**src/rtl/traffic_pkg.sv**
```systemverilog
// Shared definitions for the intersection phase scheduler: phase codes,
// lamp bit positions, default phase durations and the lamp decode.
package traffic_pkg;

    typedef enum logic [2:0] {
        ST_IDLE     = 3'd0,
        ST_RED_BA   = 3'd1,
        ST_A_GREEN  = 3'd2,
        ST_A_YELLOW = 3'd3,
        ST_RED_AB   = 3'd4,
        ST_B_GREEN  = 3'd5,
        ST_B_YELLOW = 3'd6
    } phase_e;

    // Bit positions inside a per-road 3-bit lamp vector.
    localparam int GREEN_IDX  = 0;
    localparam int YELLOW_IDX = 1;
    localparam int RED_IDX    = 2;

    // Default load values; each phase lasts load value + 1 cycles.
    localparam int DEF_CNT_WIDTH   = 5;
    localparam int DEF_A_GREEN_MIN = 14;
    localparam int DEF_B_GREEN_T   = 10;
    localparam int DEF_YELLOW_T    = 2;
    localparam int DEF_ALL_RED_T   = 1;

    typedef struct packed {
        logic [2:0] a;
        logic [2:0] b;
    } lamps_t;

    // Moore lamp decode: exactly one lamp per road in every phase, and any
    // unknown code falls back to both roads red.
    function automatic lamps_t decode_lamps(input phase_e s);
        lamps_t l;
        l = '0;
        case (s)
            ST_A_GREEN: begin
                l.a[GREEN_IDX] = 1'b1;
                l.b[RED_IDX]   = 1'b1;
            end
            ST_A_YELLOW: begin
                l.a[YELLOW_IDX] = 1'b1;
                l.b[RED_IDX]    = 1'b1;
            end
            ST_B_GREEN: begin
                l.a[RED_IDX]   = 1'b1;
                l.b[GREEN_IDX] = 1'b1;
            end
            ST_B_YELLOW: begin
                l.a[RED_IDX]    = 1'b1;
                l.b[YELLOW_IDX] = 1'b1;
            end
            default: begin
                l.a[RED_IDX] = 1'b1;
                l.b[RED_IDX] = 1'b1;
            end
        endcase
        return l;
    endfunction

endpackage

```
**src/rtl/phase_timer.sv**
```systemverilog
// Loadable down-counter that times every phase. Load wins over counting;
// the count decrements while enabled and nonzero and then holds at zero.
module phase_timer #(
    parameter int CNT_WIDTH = 5
) (
    input  logic                 clk,
    input  logic                 rst,
    input  logic                 load,
    input  logic [CNT_WIDTH-1:0] load_val,
    input  logic                 en,
    output logic [CNT_WIDTH-1:0] count,
    output logic                 zero
);

    // Count register: load, else saturating decrement toward zero.
    // NOTE: sequential state is written only with <= so every flop samples
    // pre-edge values regardless of block ordering in simulation.
    always_ff @(posedge clk or posedge rst) begin
        if (rst) begin
            count <= '0;
        end else if (load) begin
            count <= load_val;
        end else if (en && (count != '0)) begin
            count <= count - 1'b1;
        end
    end

    assign zero = (count == '0);

endmodule

```
**src/rtl/intersection_phase_scheduler.sv**
```systemverilog
// Two-road intersection controller: sequences road A and road B through
// green, yellow and all-red phases using one shared phase timer, latches
// side-road and pedestrian requests, and decodes the lamps from the state.
module intersection_phase_scheduler
    import traffic_pkg::*;
#(
    parameter int CNT_WIDTH   = DEF_CNT_WIDTH,
    parameter int A_GREEN_MIN = DEF_A_GREEN_MIN,
    parameter int B_GREEN_T   = DEF_B_GREEN_T,
    parameter int YELLOW_T    = DEF_YELLOW_T,
    parameter int ALL_RED_T   = DEF_ALL_RED_T
) (
    input  logic                 clk,
    input  logic                 rst,
    input  logic                 en,
    input  logic                 req_side,
    input  logic                 req_ped,
    output logic                 a_red,
    output logic                 a_yellow,
    output logic                 a_green,
    output logic                 b_red,
    output logic                 b_yellow,
    output logic                 b_green,
    output logic                 walk,
    output logic                 ped_pending,
    output logic [2:0]           phase,
    output logic [CNT_WIDTH-1:0] count_out
);

    // The counter saturates rather than wraps, so every load must fit.
    if ((A_GREEN_MIN >= (1 << CNT_WIDTH)) || (B_GREEN_T >= (1 << CNT_WIDTH)) ||
        (YELLOW_T >= (1 << CNT_WIDTH)) || (ALL_RED_T >= (1 << CNT_WIDTH))) begin : g_bad_durations
        $error("phase duration does not fit in CNT_WIDTH bits");
    end

    phase_e                 r_state;
    phase_e                 w_state_next;
    logic                   w_load;
    logic [CNT_WIDTH-1:0]   w_load_val;
    logic [CNT_WIDTH-1:0]   w_count;
    logic                   w_zero;
    logic                   r_side_pending;
    logic                   r_ped_pending;
    logic                   r_walk_served;
    logic                   w_enter_b_green;
    logic                   w_leave_b_green;
    lamps_t                 w_lamps;

    // State register.
    always_ff @(posedge clk or posedge rst) begin
        if (rst) begin
            r_state <= ST_IDLE;
        end else begin
            r_state <= w_state_next;
        end
    end

    // Next-state logic: en low forces IDLE; otherwise advance on timer expiry,
    // with A green resting until a request is pending.
    // NOTE: w_state_next is defaulted before the case so no path leaves it
    // unassigned, which would otherwise infer a latch.
    always_comb begin
        w_state_next = r_state;
        if (!en) begin
            w_state_next = ST_IDLE;
        end else begin
            case (r_state)
                ST_IDLE:     w_state_next = ST_RED_BA;
                ST_RED_BA:   if (w_zero) w_state_next = ST_A_GREEN;
                ST_A_GREEN:  if (w_zero && (r_side_pending || r_ped_pending))
                                 w_state_next = ST_A_YELLOW;
                ST_A_YELLOW: if (w_zero) w_state_next = ST_RED_AB;
                ST_RED_AB:   if (w_zero) w_state_next = ST_B_GREEN;
                ST_B_GREEN:  if (w_zero) w_state_next = ST_B_YELLOW;
                ST_B_YELLOW: if (w_zero) w_state_next = ST_RED_BA;
                default:     w_state_next = ST_IDLE;
            endcase
        end
    end

    // Timer load value of the phase being entered; IDLE clears the counter.
    always_comb begin
        w_load_val = '0;
        case (w_state_next)
            ST_RED_BA,
            ST_RED_AB:   w_load_val = CNT_WIDTH'(ALL_RED_T);
            ST_A_GREEN:  w_load_val = CNT_WIDTH'(A_GREEN_MIN);
            ST_A_YELLOW,
            ST_B_YELLOW: w_load_val = CNT_WIDTH'(YELLOW_T);
            ST_B_GREEN:  w_load_val = CNT_WIDTH'(B_GREEN_T);
            default:     w_load_val = '0;
        endcase
    end

    // Reload on every phase change and hold cleared while disabled.
    assign w_load = (w_state_next != r_state) || !en;

    phase_timer #(
        .CNT_WIDTH (CNT_WIDTH)
    ) u_phase_timer (
        .clk      (clk),
        .rst      (rst),
        .load     (w_load),
        .load_val (w_load_val),
        .en       (en),
        .count    (w_count),
        .zero     (w_zero)
    );

    assign w_enter_b_green = en && (w_state_next == ST_B_GREEN) && (r_state != ST_B_GREEN);
    assign w_leave_b_green = (r_state == ST_B_GREEN) && (w_state_next != ST_B_GREEN);

    // Request latches: served on B green entry (a request on that very edge
    // counts as served), otherwise sticky in every state including disabled.
    always_ff @(posedge clk or posedge rst) begin
        if (rst) begin
            r_side_pending <= 1'b0;
            r_ped_pending  <= 1'b0;
            r_walk_served  <= 1'b0;
        end else if (w_enter_b_green) begin
            r_side_pending <= 1'b0;
            r_ped_pending  <= 1'b0;
            r_walk_served  <= r_ped_pending || req_ped;
        end else begin
            r_side_pending <= r_side_pending || req_side;
            r_ped_pending  <= r_ped_pending || req_ped;
            if (!en || w_leave_b_green) begin
                r_walk_served <= 1'b0;
            end
        end
    end

    assign w_lamps     = decode_lamps(r_state);
    assign a_red       = w_lamps.a[RED_IDX];
    assign a_yellow    = w_lamps.a[YELLOW_IDX];
    assign a_green     = w_lamps.a[GREEN_IDX];
    assign b_red       = w_lamps.b[RED_IDX];
    assign b_yellow    = w_lamps.b[YELLOW_IDX];
    assign b_green     = w_lamps.b[GREEN_IDX];
    assign walk        = (r_state == ST_B_GREEN) && r_walk_served;
    assign ped_pending = r_ped_pending;
    assign phase       = r_state;
    assign count_out   = w_count;

endmodule

```
**config.mk**
```make
export PLATFORM = sky130hd
export DESIGN_NAME = intersection_phase_scheduler
export DESIGN_NICKNAME = d
export VERILOG_FILES = /design/src/rtl/traffic_pkg.sv /design/src/rtl/phase_timer.sv /design/src/rtl/intersection_phase_scheduler.sv
export SDC_FILE = /design/constraint.sdc
export NUM_CORES = 1
export LEC_CHECK = 0
export BUFFER_PORTS_ARGS = -buffer_cell sky130_fd_sc_hd__clkbuf_2
export CAP_MARGIN = 20
export CORE_MARGIN = 10
export CORE_UTILIZATION = 54
export CTS_CLUSTER_DIAMETER = 60
export DETAILED_ROUTE_END_ITERATION = 8
export GPL_TIMING_DRIVEN = 0
export PLACE_DENSITY = 0.87
export SLEW_MARGIN = 40
export SYNTH_ARGS = -nofsm -noshare
export SYNTH_HDL_FRONTEND = slang
export SYNTH_HIERARCHICAL = 1
export SYNTH_SLANG_ARGS = --single-unit
```
**constraint.sdc**
```tcl
create_clock -name clk -period 3.48 [get_ports clk]
set_input_delay 0.696 -clock clk [delete_from_list [all_inputs] [get_ports clk]]
set_output_delay 0.696 -clock clk [all_outputs]
set_load 0.01 [all_outputs]
```
-- After elaboration in Yosys (flattened, before gate mapping)
Cells that the tools add are included.
- logic and storage cells: 63
- input port bits: 5
- output and inout bits: 16
- flip-flop bits (word level): 11
- $add $sub $neg: 1
- equal/unequal tests: 15
- reductions and logical operators: 21
- multiplexer cells: 21
- operator list (cell ; count):
    $mux 3 ; 7
    $pmux 3 s7 ; 1
    $eq 3x3->1 const B ; 6
    $pmux 4 s4 ; 1
    $eq 3x2->1 const B ; 4
    $mux 1 ; 10
    $mux 5 ; 2
    $reduce_or 2->1 ; 4
    $eq 3x1->1 const B ; 2
    $logic_and 1x1->1 ; 6
    $ne 3x3->1 const B ; 2
    $logic_not 5->1 ; 1
    $logic_or 1x1->1 ; 5
    $reduce_bool 5->1 ; 1
    $sub 5x1->5 const B ; 1
    $reduce_bool 2->1 ; 2
    $logic_not 3->1 ; 1
    $ne 3x3->1 ; 1
    $logic_not 1->1 ; 1

-- Depth between registers and ports, before layout
Gate-level depths: netlist of the first run.
- depth in word-level cells: 10
- depth in mapped cells: 11
- depth with buffers taken out: 9

-- Hierarchy
Netlist of the first run, hierarchy kept.
- modules (own cells, without submodules) (module ; cells each ; times used ; area an instance (µm²) ; seq. area each (µm²)):
    intersection_phase_scheduler ; 62 ; 1 ; 470.5 ; 150.1
    phase_timer ; 33 ; 1 ; 302.8 ; 125.1

-- Least setup slack after synthesis of the first run
OpenSTA, ideal clock, no wires.
- kind: reg2reg
- from: register u_phase_timer.count[0]
- to: register u_phase_timer.count[3]
- required time: 3.358 ns
- stages on the path, launching flop included: 12
- library setup time: 0.122 ns
- slack: 1.235 ns
- period minus slack after synthesis: 2.245 ns
- path buffers: 2
- arrival time: 2.124 ns
- cells stage by stage: dfrtp_1 > inv_1 > ha_1 > or4b_4 > inv_1 > buf_6 > o31a_1 > a21oi_1 > o311ai_0 > clkbuf_1 > nor2b_1 > a21oi_2
- elaborated cells between the ends (all ways): 27
- classes of those cells: 1 x add/sub; 7 x eq/ne; 11 x mux; 8 x reduce/logical
- RTL lines (item ; RTL line ; RTL):
    start: declaration ; phase_timer.sv:11 ; output logic [CNT_WIDTH-1:0] count,
    start signal: assignment ; phase_timer.sv:22 ; count <= load_val;
    start signal: assignment ; phase_timer.sv:24 ; count <= count - 1'b1;
    $logic_not 5->1 * ; phase_timer.sv:28 ; assign zero = (count == '0);
    named net w_zero ; intersection_phase_scheduler.sv:41 ; logic w_zero;
    $logic_and 1x1->1 ; intersection_phase_scheduler.sv:70 ; ST_A_GREEN: if (w_zero && (r_side_pending || r_ped_pending))
    $mux 3 ; intersection_phase_scheduler.sv:70 ;
    $pmux 3 s7 * ; intersection_phase_scheduler.sv:67 ; case (r_state)
    $mux 3 * ; intersection_phase_scheduler.sv:64 ; if (!en) begin
    $ne 3x3->1 * ; intersection_phase_scheduler.sv:96 ; assign w_load = (w_state_next != r_state) || !en;
    $logic_or 1x1->1 * ; intersection_phase_scheduler.sv:96 ;
    named net w_load ; intersection_phase_scheduler.sv:38 ; logic w_load;
    $mux 5 or $reduce_bool 2->1 (tied branches) ; n/a ;
The timed path passes the listed nets; every way through them passes the cells marked *. The select of a mux whose other input is x is not followed.
A chain may end at the register's enable or synchronous reset.

-- Final worst setup path of the first run
Ends and elaborated chain as after synthesis.

==> results of run 1 <==
[critical path: cells and delay by family, from the launching register on]
kind                     cells  cell delay, ns
adder cells (fa/ha/maj)      1            0.17
buffers and inverters        4            0.73
AND/OR/NAND/NOR              2            0.71
flip-flops                   1            0.39
AO/OA/AOI/OAI                4            0.34
[Yosys cell counts, types with 2 or more instances]
cell type / instances / area (um2)
and2_1: 4 / 25.0
nand2b_1: 3 / 18.8
nor2b_1: 4 / 25.0
nor2_1: 7 / 26.3
a21oi_1: 8 / 40.0
inv_1: 6 / 22.5
buf_2: 3 / 15.0
or3_1: 3 / 18.8
o21ai_0: 9 / 45.0
o31a_1: 2 / 17.5
dfrtp_1: 11 / 275
clkbuf_1: 2 / 7.51
o211ai_1: 2 / 15.0
nand2_1: 8 / 30.0
and3_1: 4 / 25.0
[final timing paths]
path / startpoint / end / depth (start not counted)
worst max register to register: u_phase_timer/count[0] / u_phase_timer/count[3] / 11
max in group asynchronous: rst / phase[2] / 2
worst max-delay path: u_phase_timer/count[0] / u_phase_timer/count[3] / 11
min in group clk: r_side_pending / r_side_pending / 1
worst min register to register: r_side_pending / r_side_pending / 1
worst min-delay path: rst / u_phase_timer/count[0] / 2
[state kept, by name (all words and copies together), names as in the netlist]
register / cells
u_phase_timer/count: 5
phase: 3
ped_pending: 1
r_side_pending: 1
r_walk_served: 1
[where the power goes]
part | switching, uW | internal [uW]
clock network | 43.8 | 44.4
registers | 35.2 | 158
logic | 173 | 133
total | 252 | 336
[cell families after synthesis]
group / after synthesis / synth area share [%]
other: 1 / 0.485
adders and majority gates: 1 / 1.62
AOI/OAI and AO/OA: 33 / 28.5
buffers and inverters: 12 / 7.28
and+or+nand+nor: 37 / 26.5
DFF: 11 / 35.6
[placed cells by master (no fill, tap or decap)]
master and instances:
ha_1 1, nand3_1 1, clkbuf_4 3, nand2b_1 3, buf_6 1, o31ai_2 1
a21boi_1 1, nand2_1 8, and2_1 4, o31ai_1 1, or4b_1 1, o311ai_0 1
a21o_1 1, o2bb2ai_1 1, o21a_1 1, a31oi_1 1, a21oi_2 1, clkbuf_1 3
nor2_1 7, or4b_4 1, o211ai_1 2, nor3b_1 1, nor2b_1 4, conb_1 1
buf_2 3, or3_1 3, inv_1 6, clkbuf_2 20, a21oi_1 8, dfrtp_1 11
o311a_1 1, a21boi_0 1, o31a_1 2, and3_1 4, a32o_1 1, o21ai_0 9
[final cells by class]
class                      instances  area, um2  share of cell area [%]
inverter                           6       22.5                    2.45
multi-input combinational         72        442                    48.1
timing repair buffer              20        100                    10.9
clock buffer                       4       26.3                    2.86
tap                               15       18.8                    2.04
sequential                        11        275                    30.0
buffer                             6       33.8                    3.68
[routing by layer]
| metal | share of wire [%] | global-route usage (%) |
|---|---|---|
| met1 | 45 | 13.9 |
| met2 | 45 | 17.0 |
| met3 | 8.2 | 5.01 |
| met4 | 1.7 | 6.04 |
| met5 | 0 | 0 |
[through the flow]
stage	instance area, um2	instances	hold slack [ns]
after floorplan	773	95	0.475
after global placement	892	130	0.506
after detailed placement	892	130	0.511
after CTS	918	134	0.313
after global routing	918	134	0.318
final	918	134	0.307
==> results.txt, run 1 <==
Outcome -> finished clean
PD cells -> 640 nW/um2
Vias -> 772
Initial DRC Count -> 26
I/O pins -> 21
Reg2Reg Setup Slack -> 1.02 ns
Gr ovfl total -> 0
# setup viols final -> 0
Cells after synthesis -> 95
Resized cells post-CTS -> 0
Fillers -> 110
Total Routing Usage GR -> 11.6%
Ys async rst share -> 100%
Antenna Cells -> 0
EDFF count, synth -> 0
Critical Path RT -> 3.64 ns
Initial Utilization -> 58.0%
CP arrival -> 2.62 ns
Final WL -> 1860 um
Pin count of the biggest net entering global routing -> 11
Crit path largest cell delay -> 0.49 ns
Clock skew -> 0.000656 ns
Setup slack after layout -> 1.02 ns
Peak supply drop -> 0.351 mV
Post-synth cell types -> 34
Clock Pin Slew Worst Setup and Hold Paths -> 0.07 ns
Cell mode on critical path -> inv_1
Layout cells sized above 1 -> 25.2%
Initial antenna violation count -> 0
Detailed-route DRC error count -> 0
Root buffer cell -> clkbuf_4
Layout Nets -> 126
Number of global-route vias before repair -> 749
Die width -> 57.8 um
Synth Cell Area -> 773 um2
Chip height -> 57.8 um
H-Tree Depth -> 1
Worst Hold Class -> primary input to asynchronous set/reset pin
Detailed placement HPWL -> 1440 um
Post-CTS setup buffers -> 0
Post-CTS Hold Fix Bufs -> 0
Worst setup EP type -> flip-flop
Syn avg cell area -> 8.14 um2
Count of final max-slew check failures -> 0
Sequential area share after synthesis -> 35.6%
Row cnt -> 13
Layout area overhead -> 18.8%
Cts bufs inserted -> 3
Slowest stage cell, crit path -> or4b_4
FMAX -> 406 MHz
Max Root-Sink Buffers -> 2
GPL Wtd Cong -> 0.847
Vias per inst -> 5.76
Period minus WS final -> 2.46 ns
YS warnings -> 6
Port bufs -> 20
Primary FF master, synth -> dfrtp_1
Sink Count -> 11
Total die area -> 3350 um2
Pleak -> 0.000440 uW
Core area -> 1330 um2
Detail Route Antenna Nets -> 0
Critical path type -> flip-flop to flip-flop
Total power -> 588 uW
Final period utilization -> 70.7%
RSZ-0062 raised after global routing -> no
Crit path max fanout -> 10
Drt wl/cell -> 13.9 um
Mapped Nets -> 101
DRT Pass-1 Iters -> 4
First-pass GRT wire length -> 3190 um
Worst-Skew Late Latency -> 0.27 ns
Sum Neg Setup Slack -> 0 ns
Hold Violations, Final -> 0
Seq cells post-synth -> 11
Cell Chain, Critical Path -> inv_1 -> ha_1 -> or4b_4 -> inv_1 -> buf_6 -> o31a_1 -> a21oi_1 -> o311ai_0 -> clkbuf_1 -> nor2b_1 -> a21oi_2
# Max-Cap Violations -> 0
Pre-CTS setup slack -> 1.07 ns
CTS tree -> yes
Critical path launch point type -> flip-flop
Core Util, Final -> 68.9%
Note: power is estimated with default switching activity, not from simulation.
==> run 2, diff against run 1 <==
--- a/config.mk
+++ b/config.mk
@@ -8,11 +8,11 @@
 export BUFFER_PORTS_ARGS = -buffer_cell sky130_fd_sc_hd__clkbuf_2
 export CAP_MARGIN = 20
 export CORE_MARGIN = 10
-export CORE_UTILIZATION = 54
+export CORE_UTILIZATION = 50
 export CTS_CLUSTER_DIAMETER = 60
 export DETAILED_ROUTE_END_ITERATION = 8
 export GPL_TIMING_DRIVEN = 0
-export PLACE_DENSITY = 0.87
+export PLACE_DENSITY = 0.82
 export SLEW_MARGIN = 40
 export SYNTH_ARGS = -nofsm -noshare
 export SYNTH_HDL_FRONTEND = slang
==> constraint.sdc (replaced) <==
create_clock -name clk -period 2.3 [get_ports clk]
set_input_delay 0.46 -clock clk [delete_from_list [all_inputs] [get_ports clk]]
set_output_delay 0.46 -clock clk [all_outputs]
set_load 0.01 [all_outputs]
==> run 2 against run 1 <==
Effect of this change: largest power group unchanged; sequential cell count unchanged; die area up 5.2%; power up 62%; critical path type unchanged; first-iteration DRC count up 23%; cell count up 3.0%; critical path depth unchanged.
==> results.txt, run 2 (synthesis gave the netlist of run 1 again) <==
Combinational power share -> 54.8% (was 52.1%)
Max reg flops -> 5 (unchanged)
Switch Pwr -> 412 uW (was 252 uW)
Crit path max fanout -> 10 (unchanged)
Multi-input gate area -> 452 um2 (was 442 um2)
Final Instance Area -> 953 um2 (was 918 um2)
Port bufs -> 20 (unchanged)
Layout Nets -> 129 (was 126)
Worst hold margin -> 0.0656 ns (was 0.307 ns)
Initial Utilization -> 51.9% (was 58.0%)
Detail Route Antenna Nets -> 0 (unchanged)
Critical Path RT -> 2.46 ns (was 3.64 ns)
Crit path largest cell delay -> 0.47 ns (was 0.49 ns)
First-pass GRT wire length -> 3060 um (was 3190 um)
# setup viols final -> 0 (unchanged)
Cell mode on critical path -> a21oi_1 (was inv_1)
Fillers -> 135 (was 110)
FMAX -> 458 MHz (was 406 MHz)
Clock Pin Slew Worst Setup and Hold Paths -> 0.07 ns (about the same)
Sink Count -> 11 (unchanged)
Final cell count without fillers -> 138 (was 134)
Reg-to-reg startpoint -> u_phase_timer/count[0] (unchanged)
Count of final max-slew check failures -> 0 (unchanged)
Chip height -> 59.3 um (was 57.8 um)
Vias per inst -> 5.93 (was 5.76)
Critical path type -> flip-flop to flip-flop (unchanged)
I/O pins -> 21 (unchanged)
Final period utilization -> 95.0% (was 70.7%)
Row cnt -> 14 (was 13)
Total Routing Usage GR -> 11.2% (was 11.6%)
Number of global-route vias before repair -> 657 (was 749)
Slowest stage cell, crit path -> or4b_4 (unchanged)
Core area -> 1490 um2 (was 1330 um2)
Commonest non-fill, non-tap cell in the layout -> clkbuf_2 (unchanged)
Die width -> 59.3 um (was 57.8 um)
Worst Hold Class -> primary input to asynchronous set/reset pin (unchanged)
Layout area overhead -> 23.3% (was 18.8%)
Cts bufs inserted -> 3 (unchanged)
Period minus WS final -> 2.18 ns (was 2.46 ns)
Vias -> 818 (was 772)
# Max-Cap Violations -> 0 (unchanged)
Gr ovfl total -> 0 (unchanged)
Worst-Skew Late Latency -> 0.27 ns (about the same)
Worst setup EP type -> flip-flop (unchanged)
Initial DRC Count -> 32 (was 26)
Antenna Cells -> 0 (unchanged)
GPL Wtd Cong -> 0.813 (was 0.847)
Clock network fraction of design power -> 14.1% (was 15.0%)
Flop pwr share -> 31.1% (was 32.9%)
Register area -> 275 um2 (unchanged)
Most flop-heavy register -> u_phase_timer/count (unchanged)
PD cells -> 1000 nW/um2 (was 640 nW/um2)
R2r endpoint -> u_phase_timer/count[2] (was u_phase_timer/count[3])
Detailed-route DRC error count -> 0 (unchanged)
Peak supply drop -> 0.520 mV (was 0.351 mV)
Outcome -> finished clean (unchanged)
Drt wl/cell -> 14.7 um (was 13.9 um)
Pin count of the biggest net entering global routing -> 11 (unchanged)
Max Root-Sink Buffers -> 2 (unchanged)
Placed cells -> 131 (was 130)
Final WL -> 2030 um (was 1860 um)
Internal Power -> 542 uW (was 336 uW)
CP arrival -> 2.35 ns (was 2.62 ns)
Detailed placement HPWL -> 1460 um (was 1440 um)
Total power -> 954 uW (was 588 uW)
Hold Violations, Final -> 0 (unchanged)
Initial antenna violation count -> 0 (unchanged)
Clock skew -> 0.00107 ns (was 0.000656 ns)
CTS tree -> yes (unchanged)
FF-to-FF path depth -> 11 (unchanged)
Worst Setup SP -> u_phase_timer/count[0] (unchanged)
H-Tree Depth -> 1 (unchanged)
Root buffer cell -> clkbuf_4 (unchanged)
Layout cells sized above 1 -> 30.3% (was 25.2%)
DRT Pass-1 Iters -> 4 (unchanged)
Placement Cell Area -> 893 um2 (was 892 um2)
Total die area -> 3520 um2 (was 3350 um2)
Cell Chain, Critical Path -> inv_1 -> ha_1 -> or4b_4 -> inv_2 -> buf_6 -> o31a_1 -> a21oi_1 -> o311ai_2 -> buf_4 -> nor2b_1 -> a21oi_1 (was inv_1 -> ha_1 -> or4b_4 -> inv_1 -> buf_6 -> o31a_1 -> a21oi_1 -> o311ai_0 -> clkbuf_1 -> nor2b_1 -> a21oi_2)
Sw Ratio -> 43.2% (was 42.8%)
Reg2Reg Setup Slack -> 0.12 ns (was 1.02 ns)
Critical path launch point type -> flip-flop (unchanged)
Most frequent cells in the layout -> 21 x clkbuf_2, 11 x dfrtp_1, 9 x o21ai_0 (was 20 x clkbuf_2, 11 x dfrtp_1, 9 x o21ai_0)
Pleak -> 0.000458 uW (was 0.000440 uW)
==> run 2: metal layers <==
layer	share of wire, %	global-route usage [%]	up-vias
li1	-	-	395
met2	45	15.2	35
met4	0.94	4.92	0
met1	44	14.5	384
met3	9.2	5.15	4
met5	0	0	-
==> run 2: critical path, delay by kind of cell, from the launching register on <==
family,cells,cell delay [ns]
and+or+nand+nor,2,0.60
buffers and inverters,4,0.55
DFF,1,0.39
AOI/OAI and AO/OA,4,0.38
adders and majority gates,1,0.17
==> run 2: power by group through the flow <==
stage | clock, uW | sequential, uW | combinational [uW]
final | 135 | 296 | 522
after global routing | 153 | 304 | 574
after CTS | 137 | 295 | 480
after detailed placement | 0 | 299 | 461
after global placement | 0 | 296 | 453
after floorplan | 0 | 309 | 319
==> run 2: repair_timing <==
item	CTS	global route
cloned	1	0
endpoints found under the setup margin	5	5
pin swaps	0	0
gates resized for setup	4	3
hold buffers	0	0
endpoints found under the hold margin	0	0
setup buffers	0	2
==> run 2: cell type report <==
class	count	area share, %
flip-flops and latches	11	28.9
clock buffers	4	2.76
multi-input cells	72	47.4
inverters	6	2.36
repair buffers	23	12.6
well taps	16	2.10
plain buffers	6	3.94
==> run 2: through the flow <==
step / util (%) / setup TNS (ns) / setup slack, ns
2_1_floorplan: - / 0 / 0.0546
3_3_place_gp: 60.0 / -0.261 / -0.0957
3_5_place_dp: 60.0 / -0.504 / -0.136
4_1_cts: 62.4 / 0 / 0.0469
5_1_grt: 64.0 / -0.000306 / -0.000306
6_report: 64.0 / 0 / 0.115
==> run 2: worst max path at each step <==
stage / end / slack [ns] / depth (start not counted)
2_1_floorplan: u_phase_timer/count[3] / 0.05 / 11
3_3_place_gp: u_phase_timer/count[3] / -0.1 / 11
3_5_place_dp: u_phase_timer/count[3] / -0.14 / 11
4_1_cts: u_phase_timer/count[3] / 0.05 / 11
5_1_grt: u_phase_timer/count[2] / -0.0003 / 11
6_report: u_phase_timer/count[2] / 0.12 / 11
==> run 3, diff against run 2 <==
--- a/config.mk
+++ b/config.mk
@@ -12,6 +12,7 @@
 export CTS_CLUSTER_DIAMETER = 60
 export DETAILED_ROUTE_END_ITERATION = 8
 export GPL_TIMING_DRIVEN = 0
+export MAX_ROUTING_LAYER = met4
 export PLACE_DENSITY = 0.82
 export SLEW_MARGIN = 40
 export SYNTH_ARGS = -nofsm -noshare
==> run 3 against run 2 <==
Effect of this change: via count did not move; cell count did not move; clock-buffer cell count did not move; design area did not move; combinational power barely moved; clock power barely moved; sequential share of layout area did not move; critical path depth did not move; clock skew did not move; register-to-register slack barely moved; power barely moved; setup slack did not move; critical endpoint unchanged.
==> results.txt, run 3 (synthesis gave the netlist of run 1 again) <==
Worst Hold Class -> primary input to asynchronous set/reset pin (unchanged)
Pleak -> 0.000458 uW (unchanged)
Final WL -> 2030 um (unchanged)
Initial antenna violation count -> 0 (unchanged)
Cts bufs inserted -> 3 (unchanged)
Core Util, Final -> 64.0% (unchanged)
Sum Neg Setup Slack -> 0 ns (unchanged)
Detailed placement HPWL -> 1460 um (unchanged)
CTS tree -> yes (unchanged)
Most flop-heavy register -> u_phase_timer/count (unchanged)
Core area -> 1490 um2 (unchanged)
Vias per inst -> 5.93 (unchanged)
Final period utilization -> 95.0% (unchanged)
Gr ovfl total -> 0 (unchanged)
Most frequent cells in the layout -> 21 x clkbuf_2, 11 x dfrtp_1, 9 x o21ai_0 (unchanged)
Hold Violations, Final -> 0 (unchanged)
# Max-Cap Violations -> 0 (unchanged)
GRT met1 Usage -> 14.8% (was 14.5%)
Worst setup EP type -> flip-flop (unchanged)
FMAX -> 458 MHz (unchanged)
Chip height -> 59.3 um (unchanged)
Crit path max fanout -> 10 (unchanged)
Peak supply drop -> 0.520 mV (unchanged)
Clock skew -> 0.00107 ns (unchanged)
Fillers -> 135 (unchanged)
Total die area -> 3520 um2 (unchanged)
PD cells -> 1000 nW/um2 (about the same)
Vias -> 818 (unchanged)
I/O pins -> 21 (unchanged)
Critical path launch point type -> flip-flop (unchanged)
Clock Pin Slew Worst Setup and Hold Paths -> 0.07 ns (about the same)
Critical Path RT -> 2.46 ns (about the same)
Layout area overhead -> 23.3% (unchanged)
Initial DRC Count -> 32 (unchanged)
GPL Wtd Cong -> 0.825 (was 0.813)
Die width -> 59.3 um (unchanged)
H-Tree Depth -> 1 (unchanged)
Outcome -> finished clean (unchanged)
First-pass GRT wire length -> 3060 um (unchanged)
Row cnt -> 14 (unchanged)
Met3 GRT Util -> 4.72% (was 5.15%)
Period minus WS final -> 2.18 ns (unchanged)
Busiest layer in global routing -> met2 (unchanged)
Worst hold margin -> 0.0656 ns (about the same)
Detail Route Antenna Nets -> 0 (unchanged)
Port bufs -> 20 (unchanged)
Sink Count -> 11 (unchanged)
Worst-Skew Late Latency -> 0.27 ns (about the same)
CP arrival -> 2.35 ns (about the same)
Detailed-route DRC error count -> 0 (unchanged)
Number of global-route vias before repair -> 657 (unchanged)
Post-CTS Hold Fix Bufs -> 0 (unchanged)
DRT Pass-1 Iters -> 4 (unchanged)
Met2 Resource Use GR -> 15.2% (unchanged)
Max reg flops -> 5 (unchanged)
Pin count of the biggest net entering global routing -> 11 (unchanged)
Root buffer cell -> clkbuf_4 (unchanged)
Antenna Cells -> 0 (unchanged)
Drt wl/cell -> 14.7 um (unchanged)
Layout Nets -> 129 (unchanged)
Count of final max-slew check failures -> 0 (unchanged)
Total Routing Usage GR -> 11.5% (was 11.2%)
Layout cells sized above 1 -> 30.3% (unchanged)
Reg2Reg Setup Slack -> 0.12 ns (about the same)
# setup viols final -> 0 (unchanged)
Commonest non-fill, non-tap cell in the layout -> clkbuf_2 (unchanged)
Initial Utilization -> 51.9% (unchanged)
Max Root-Sink Buffers -> 2 (unchanged)
Critical path type -> flip-flop to flip-flop (unchanged)
[run 3: cell counts in the layout (fill, tap and decap cells not counted)]
Identical to the previous run, type by type.
[run 3: layout make-up]
class	count	area [um2]	area share [%]
inverters	6	22.5	2.36
plain buffers	6	37.5	3.94
well taps	16	20.0	2.10
clock buffers	4	26.3	2.76
multi-input cells	72	452	47.4
repair buffers	23	120	12.6
flip-flops and latches	11	275	28.9
[run 3: worst paths after layout]
check	startpoint	end	depth (start not counted)
max in group asynchronous	rst	r_walk_served	2
worst min register to register	r_side_pending	r_side_pending	1
min in group clk	req_side	r_side_pending	2
worst min-delay path	rst	u_phase_timer/count[0]	2
worst max register to register	u_phase_timer/count[0]	u_phase_timer/count[2]	11
worst max-delay path	u_phase_timer/count[0]	u_phase_timer/count[2]	11
[run 3: per-stage QoR]
| step | setup WS [ns] | area (um2) | cells | power (uW) |
|---|---|---|---|---|
| floorplan | 0.0546 | 773 | 95 | 627 |
| global placement | -0.0957 | 893 | 131 | 749 |
| detailed placement | -0.136 | 893 | 131 | 760 |
| CTS | 0.0469 | 928 | 136 | 912 |
| global route | -0.000306 | 953 | 138 | 1030 |
| finish | 0.115 | 953 | 138 | 954 |
[run 3: timing repair]
item / CTS / global route
gates resized for setup: 4 / 3
gates cloned: 1 / 0
buffers inserted: 0 / 2
endpoints found under the setup margin: 5 / 5
[run 3: report_power, final]
part | total, uW | leakage [uW] | internal, uW | switching, uW
sequential | 296 | 0.000134 | 239 | 57.2
combinational | 522 | 0.000309 | 235 | 287
clock | 135 | 0.0000150 | 67.2 | 67.6
[run 3: routing by layer]
layer  wire length (um)  part of all wire [%]
met4                 19                  0.94
met2                920                    45
met5                  0                     0
met1                917                    45
met3                174                   8.6
[run 3: worst max-delay path: stages, from the launching register on]
cell and delay (ns):
dfrtp_1 0.39, inv_1 0.10, ha_1 0.17, or4b_4 0.47
inv_2 0.11, buf_6 0.14, o31a_1 0.17, a21oi_1 0.06
o311ai_2 0.10, buf_4 0.20, nor2b_1 0.13, a21oi_1 0.05
